===== config.mk =====
export PLATFORM = sky130hd
export DESIGN_NAME = vc_input_buffer
export DESIGN_NICKNAME = d
export VERILOG_FILES = /design/src/rtl/router_pkg.sv /design/src/rtl/fifo_sync.sv /design/src/rtl/vc_input_buffer.sv
export SDC_FILE = /design/constraint.sdc
export NUM_CORES = 1
export LEC_CHECK = 0
export ABC_CLOCK_PERIOD_IN_PS = 4000
export CAP_MARGIN = 20
export CORE_MARGIN = 5
export CORE_UTILIZATION = 60
export CTS_BUF_LIST = sky130_fd_sc_hd__clkbuf_16
export DETAILED_ROUTE_END_ITERATION = 6
export GPL_ROUTABILITY_DRIVEN = 1
export HOLD_SLACK_MARGIN = 0.02
export PLACE_DENSITY = 0.79
export SYNTH_ARGS = -nofsm -noshare
export SYNTH_HDL_FRONTEND = slang
export SYNTH_HIERARCHICAL = 1
export SYNTH_SLANG_ARGS = --single-unit

===== constraint.sdc =====
create_clock -name clk -period 4 [get_ports clk]
set_input_delay 0.6 -clock clk [delete_from_list [all_inputs] [get_ports clk]]
set_output_delay 0.6 -clock clk [all_outputs]
set_load 0.005 [all_outputs]

===== src/rtl/router_pkg.sv =====
// Shared router types and defaults used by the VC input buffer and its FIFOs.
package router_pkg;

  localparam int FLIT_WIDTH_DEFAULT = 32;
  localparam int NUM_VCS_DEFAULT    = 3;

  typedef logic [$clog2(NUM_VCS_DEFAULT)-1:0] vc_idx_t;
  typedef logic [FLIT_WIDTH_DEFAULT-1:0]      flit_t;

  // True when exactly one bit of the (zero-extended) vector is set.
  function automatic logic is_onehot(input logic [31:0] vec);
    return (vec != 32'd0) && ((vec & (vec - 32'd1)) == 32'd0);
  endfunction

endpackage


===== src/rtl/fifo_sync.sv =====
// Single-clock FIFO for one virtual channel; combinational read of the head entry.
module fifo_sync #(
  parameter  int DEPTH = 4,
  parameter  int WIDTH = 32,
  localparam int AW    = $clog2(DEPTH),
  localparam int CW    = $clog2(DEPTH + 1)
) (
  input  logic             clk,
  input  logic             reset,
  input  logic             push,
  input  logic             pop,
  input  logic [WIDTH-1:0] wr_data,
  output logic [WIDTH-1:0] rd_data,
  output logic             full,
  output logic             empty,
  output logic [CW-1:0]    count
);

  logic [WIDTH-1:0] mem [DEPTH];
  logic [AW-1:0]    wr_ptr;
  logic [AW-1:0]    rd_ptr;
  logic             push_ok;
  logic             pop_ok;

  assign full    = (count == CW'(DEPTH));
  assign empty   = (count == '0);
  assign push_ok = push && !full;
  assign pop_ok  = pop && !empty;
  assign rd_data = mem[rd_ptr];

  // Payload storage is deliberately not reset; only the pointers define validity.
  always_ff @(posedge clk) begin
    if (push_ok) begin
      mem[wr_ptr] <= wr_data;
    end
  end

  always_ff @(posedge clk) begin
    if (reset) begin
      wr_ptr <= '0;
      rd_ptr <= '0;
      count  <= '0;
    end else begin
      if (push_ok) begin
        wr_ptr <= wr_ptr + AW'(1);
      end
      if (pop_ok) begin
        rd_ptr <= rd_ptr + AW'(1);
      end
      case ({push_ok, pop_ok})
        2'b10:   count <= count + CW'(1);
        2'b01:   count <= count - CW'(1);
        default: count <= count;
      endcase
    end
  end

endmodule


===== src/rtl/vc_input_buffer.sv =====
// Per-port virtual-channel input buffer feeding the switch arbiter.
// Optional sticky error output enabled by defining VC_BUF_OVERFLOW_CHECK_EN.
module vc_input_buffer
  import router_pkg::*;
#(
  parameter  int NUM_VCS    = 3,
  parameter  int BUF_DEPTH  = 4,
  parameter  int FLIT_WIDTH = FLIT_WIDTH_DEFAULT,
  localparam int VCW        = (NUM_VCS > 1) ? $clog2(NUM_VCS) : 1,
  localparam int CW         = $clog2(BUF_DEPTH + 1)
) (
  input  logic                  clk,
  input  logic                  reset,
  input  logic                  flit_in_valid,
  input  logic [VCW-1:0]        flit_in_vc,
  input  logic [FLIT_WIDTH-1:0] flit_in,
  output logic [NUM_VCS-1:0]    requests,
  input  logic [NUM_VCS-1:0]    grants,
  output logic                  flit_out_valid,
  output logic [VCW-1:0]        flit_out_vc,
  output logic [FLIT_WIDTH-1:0] flit_out,
  output logic                  credit_out_valid,
  output logic [VCW-1:0]        credit_out_vc
`ifdef VC_BUF_OVERFLOW_CHECK_EN
  ,
  output logic                  error
`endif
);

  logic [NUM_VCS-1:0]    push_vec;
  logic [NUM_VCS-1:0]    pop_vec;
  logic [NUM_VCS-1:0]    full_vec;
  logic [NUM_VCS-1:0]    empty_vec;
  logic [FLIT_WIDTH-1:0] rd_data [NUM_VCS];
  logic [CW-1:0]         vc_count [NUM_VCS];
  logic                  grant_onehot;
  logic                  pop_any;
  logic [VCW-1:0]        pop_idx;
  logic [FLIT_WIDTH-1:0] pop_data;

  assign grant_onehot = is_onehot(32'(grants));

  for (genvar v = 0; v < NUM_VCS; v++) begin : g_vc
    // An out-of-range flit_in_vc never matches any v, so it is dropped here.
    assign push_vec[v] = flit_in_valid && (flit_in_vc == VCW'(v)) && !full_vec[v];
    assign pop_vec[v]  = grant_onehot && grants[v] && !empty_vec[v];
    assign requests[v] = (vc_count[v] != '0);

    fifo_sync #(
      .DEPTH (BUF_DEPTH),
      .WIDTH (FLIT_WIDTH)
    ) u_fifo (
      .clk     (clk),
      .reset   (reset),
      .push    (push_vec[v]),
      .pop     (pop_vec[v]),
      .wr_data (flit_in),
      .rd_data (rd_data[v]),
      .full    (full_vec[v]),
      .empty   (empty_vec[v]),
      .count   (vc_count[v])
    );
  end

  // pop_vec has at most one bit set, so a priority loop acts as a plain mux.
  always_comb begin
    pop_any  = 1'b0;
    pop_idx  = '0;
    pop_data = '0;
    for (int v = 0; v < NUM_VCS; v++) begin
      if (pop_vec[v]) begin
        pop_any  = 1'b1;
        pop_idx  = VCW'(v);
        pop_data = rd_data[v];
      end
    end
  end

  always_ff @(posedge clk) begin
    if (reset) begin
      flit_out_valid   <= 1'b0;
      flit_out_vc      <= '0;
      flit_out         <= '0;
      credit_out_valid <= 1'b0;
      credit_out_vc    <= '0;
    end else begin
      flit_out_valid   <= pop_any;
      credit_out_valid <= pop_any;
      if (pop_any) begin
        flit_out      <= pop_data;
        flit_out_vc   <= pop_idx;
        credit_out_vc <= pop_idx;
      end
    end
  end

`ifdef VC_BUF_OVERFLOW_CHECK_EN
  logic push_dropped;
  logic grant_bad;

  assign push_dropped = flit_in_valid && (push_vec == '0);
  assign grant_bad    = (grants != '0) && !grant_onehot;

  // Sticky until reset so that a single glitch is never missed by software.
  always_ff @(posedge clk) begin
    if (reset) begin
      error <= 1'b0;
    end else if (push_dropped || grant_bad) begin
      error <= 1'b1;
    end
  end

  always_ff @(posedge clk) begin
    if (!reset && (push_dropped || grant_bad)) begin
      $error("vc_input_buffer: dropped push or malformed grant");
    end
  end
`endif

endmodule


==> impl_metrics.yaml <==
outcome:
  status: "finished clean"
clock_network:
  htree_levels: 2
  clk_latency_ns: 0.53
  cts-root-buf: "clkbuf_16"
  clk_pin_slew_ns: 0.06
  clockBufferDepth: 3
  numCtsBuffers: 43
  cts_tree: "yes"
  ctsResizeCount: 0
  clkSinkCount: 446
  cts_setup_buffers: 0
  hold_buffers: 0
cells_and_area:
  diodes: 0
  post-route-cell-area_mm2: 0.0199
  drive_gt1_share_pct: 23.2
  area_growth_pct: 13.5
  multi_input_area_mm2: 0.00418
  fillers: 1753
  seq_area_mm2: 0.0128
  finalNonFillerCells: 1387
  fin_nets: 1028
  final_util_pct: 69.2
worst_setup_path:
  slowest_stage: "nand3_2"
  cpMostUsedCell: "buf_4"
  worstSetupPathType: "register to register"
  cp_max_fo: 35
  cp_cell_sequence: "nor3_2 > or4b_1 > buf_4 > nand3_2 > buf_4 > a311oi_1"
  crit_family: "simple AND/OR/NAND/NOR gates"
  cp-start-kind: "register"
  crit_buf_inv: 2
  cp.arrival_ns: 3.28
  slowest_delay_ns: 0.67
  required_ns: 4.42
  cp-end-kind: "register"
die:
  die_x_um: 181
  dieArea_mm2: 0.0328
  die_y_um: 181
  ioPinCount: 81
  core_area_mm2: 0.0288
  core.rowCount: 62
  start_util_pct: 61.0
timing:
  finClkSkew_ns: 0.0224
  fin_ws_ns: 1.14
  tns_ns: 0
  worstMarginPinSlew_ns: 1.13
  holdWs_ns: 0.486
  hold_viol_final: 0
  rsz0062_at_grt: "no"
  period_minus_slack_ns: 2.86
  max_clock_freq_ghz: 0.350
  slew_headroom_pct: 24.5
  final_max_slew_viol_count: 0
  finalCritPeriodShare_pct: 71.5
  setup_viol: 0
route:
  antenna_left: 0
  wirelength_um: 37300
  wl_per_cell_um: 26.9
  drc: 0
  viasPerCell: 6.43
  dr.first_iter.drc_count: 924
  first_pass_iters: 7
  vias: 8925
pwr:
  ir_drop_v: 0.000427
  pwr-share-comb_pct: 3.3
  intPower_mw: 7.46
  switchingPower_mw: 1.85
  p_sw_share_pct: 19.9
  p_leak_nw: 6.23
  seqPwrFrac_pct: 55.2
  p_clk_share_pct: 41.5
  power_mw: 9.31
  power_density_mw_per_mm2: 467
synth:
  synth_edf_count: 384
  yosys_warnings: 6
  synth_cells: 879
  synth_nets: 937
  ys_ff_latch: 446
  avgSynthCellArea_um2: 20.0
  synth_ff_type: "edfxtp_1"
  ys_seq_area_share_pct: 72.8
  synth_cell_types: 40
  synth_area_mm2: 0.0176
  ys_async_sr_fraction_pct: 0
worst_hold_path:
  hp-class: "register to register"
place:
  gp_congestion: 0.743
  place_area_mm2: 0.0186
  place_hpwl_um: 19300
  place_ws_ns: 0.791
  io_buffers: 80
  placed_cells: 1309
global_routing:
  grt_max_degree: 67
  antenna_found_initial: 2
  grt-ovfl-total: 0
  track_usage_pct: 22.8
  grt_pass1_vias: 9210
  grt_pass1_wl_um: 56400
run:
  maxCapViolCount: 0
[cell usage in the layout (no fill, tap or decap), types with 15 or more instances in the layout]
master           Yosys  layout
nor2_1              17      17
nand3_1             33      32
mux4_2              90      90
dfxtp_1             62      56
edfxtp_1           384     384
inv_1               25      34
a311oi_2            20      20
nor4_1              32      32
a22oi_1             26      26
buf_4                6      20
ha_1                15      15
clkbuf_16            0      43
clkdlybuf4s50_1      0      79
[path summary, 6_finish.rpt]
path / start / end / slack [ns] / cells after the start
setup / recovery: g_vc[2].u_fifo/count[0]$_SDFFE_PP0P_ / flit_out[0]$_SDFFE_PP0P_ / 1.14 / 6
hold reg to reg: g_vc[2].u_fifo/rd_ptr[1]$_SDFFE_PP0P_ / register / 0.49 / 2
hold / removal: g_vc[2].u_fifo/rd_ptr[1]$_SDFFE_PP0P_ / register / 0.49 / 2
setup reg to reg: g_vc[2].u_fifo/count[0]$_SDFFE_PP0P_ / flit_out[0]$_SDFFE_PP0P_ / 1.14 / 6
[cell usage after synthesis, types with 4 or more instances]
| cell type | instances | area share [%] |
|---|---|---|
| buf_2 | 20 | 0.57 |
| or3_1 | 12 | 0.43 |
| edfxtp_1 | 384 | 66 |
| a311oi_1 | 12 | 0.60 |
| inv_1 | 25 | 0.53 |
| and2_1 | 12 | 0.43 |
| clkbuf_1 | 9 | 0.19 |
| nand2b_1 | 6 | 0.21 |
| xor2_1 | 9 | 0.45 |
| buf_12 | 11 | 1.3 |
| a22oi_2 | 6 | 0.43 |
| a22oi_1 | 26 | 1.1 |
| dfxtp_1 | 62 | 7.1 |
| buf_1 | 4 | 0.086 |
| ha_1 | 15 | 1.1 |
| nand3_1 | 33 | 0.94 |
| mux4_1 | 6 | 0.90 |
| a21oi_1 | 12 | 0.34 |
| mux4_2 | 90 | 12 |
| nor2_1 | 17 | 0.36 |
| nor4_1 | 32 | 1.1 |
| buf_6 | 8 | 0.51 |
| a311oi_2 | 20 | 1.7 |
| o21ai_0 | 9 | 0.26 |
| buf_4 | 6 | 0.26 |
[routing by layer]
| metal | GRT usage (%) | up-vias | part of all wire (%) |
|---|---|---|---|
| met5 | 0 | - | 0.072 |
| met4 | 6.36 | 4 | 2.4 |
| met3 | 4.38 | 71 | 8.3 |
| met2 | 38.7 | 426 | 51 |
| met1 | 30.8 | 4620 | 38 |
| li1 | - | 3804 | - |
[cells by family (layout without fill, tap and decap cells)]
group           after synthesis  in the layout  share of synthesized area (%)
fa+ha+maj                    18             18                           1.41
xor+xnor                      9              9                          0.449
compound gates               91             91                           4.77
buf+inv                      86            210                           3.56
flops                       446            446                           72.8
simple gates                130            130                           4.43
mux                          99             99                           12.6
[registers in the layout, indices dropped and copies added, names as in the netlist, named ones only]
register / count
g_vc.u_fifo/wr_ptr: 6
g_vc.u_fifo/count: 9
g_vc.u_fifo/rd_ptr: 6
g_vc.u_fifo/mem: 384
flit_out: 32
credit_out_vc: 2
credit_out_valid: 1
[worst min-delay path, cell delays in order (launching register included)]
cell     delay [ns]
dfxtp_1        0.30
o21ai_0        0.06
a21oi_1        0.07
[final cells by class]
type,count,area share (%)
flip-flops and latches,446,64.1
multi-input cells,347,21.0
clock buffers,43,5.40
repair buffers,105,5.25
well taps,384,2.41
clock inverters,35,1.34
inverters,27,0.527
[power by group through the flow]
stage / registers, mW / clock network (mW) / logic, mW
3_5_place_dp: 5.24 / 0 / 0.308
5_1_grt: 5.14 / 4.12 / 0.335
3_3_place_gp: 5.23 / 0 / 0.296
2_1_floorplan: 5.23 / 0 / 0.142
6_report: 5.14 / 3.87 / 0.311
4_1_cts: 5.14 / 3.92 / 0.311
Power figures use the tool's default switching activity.
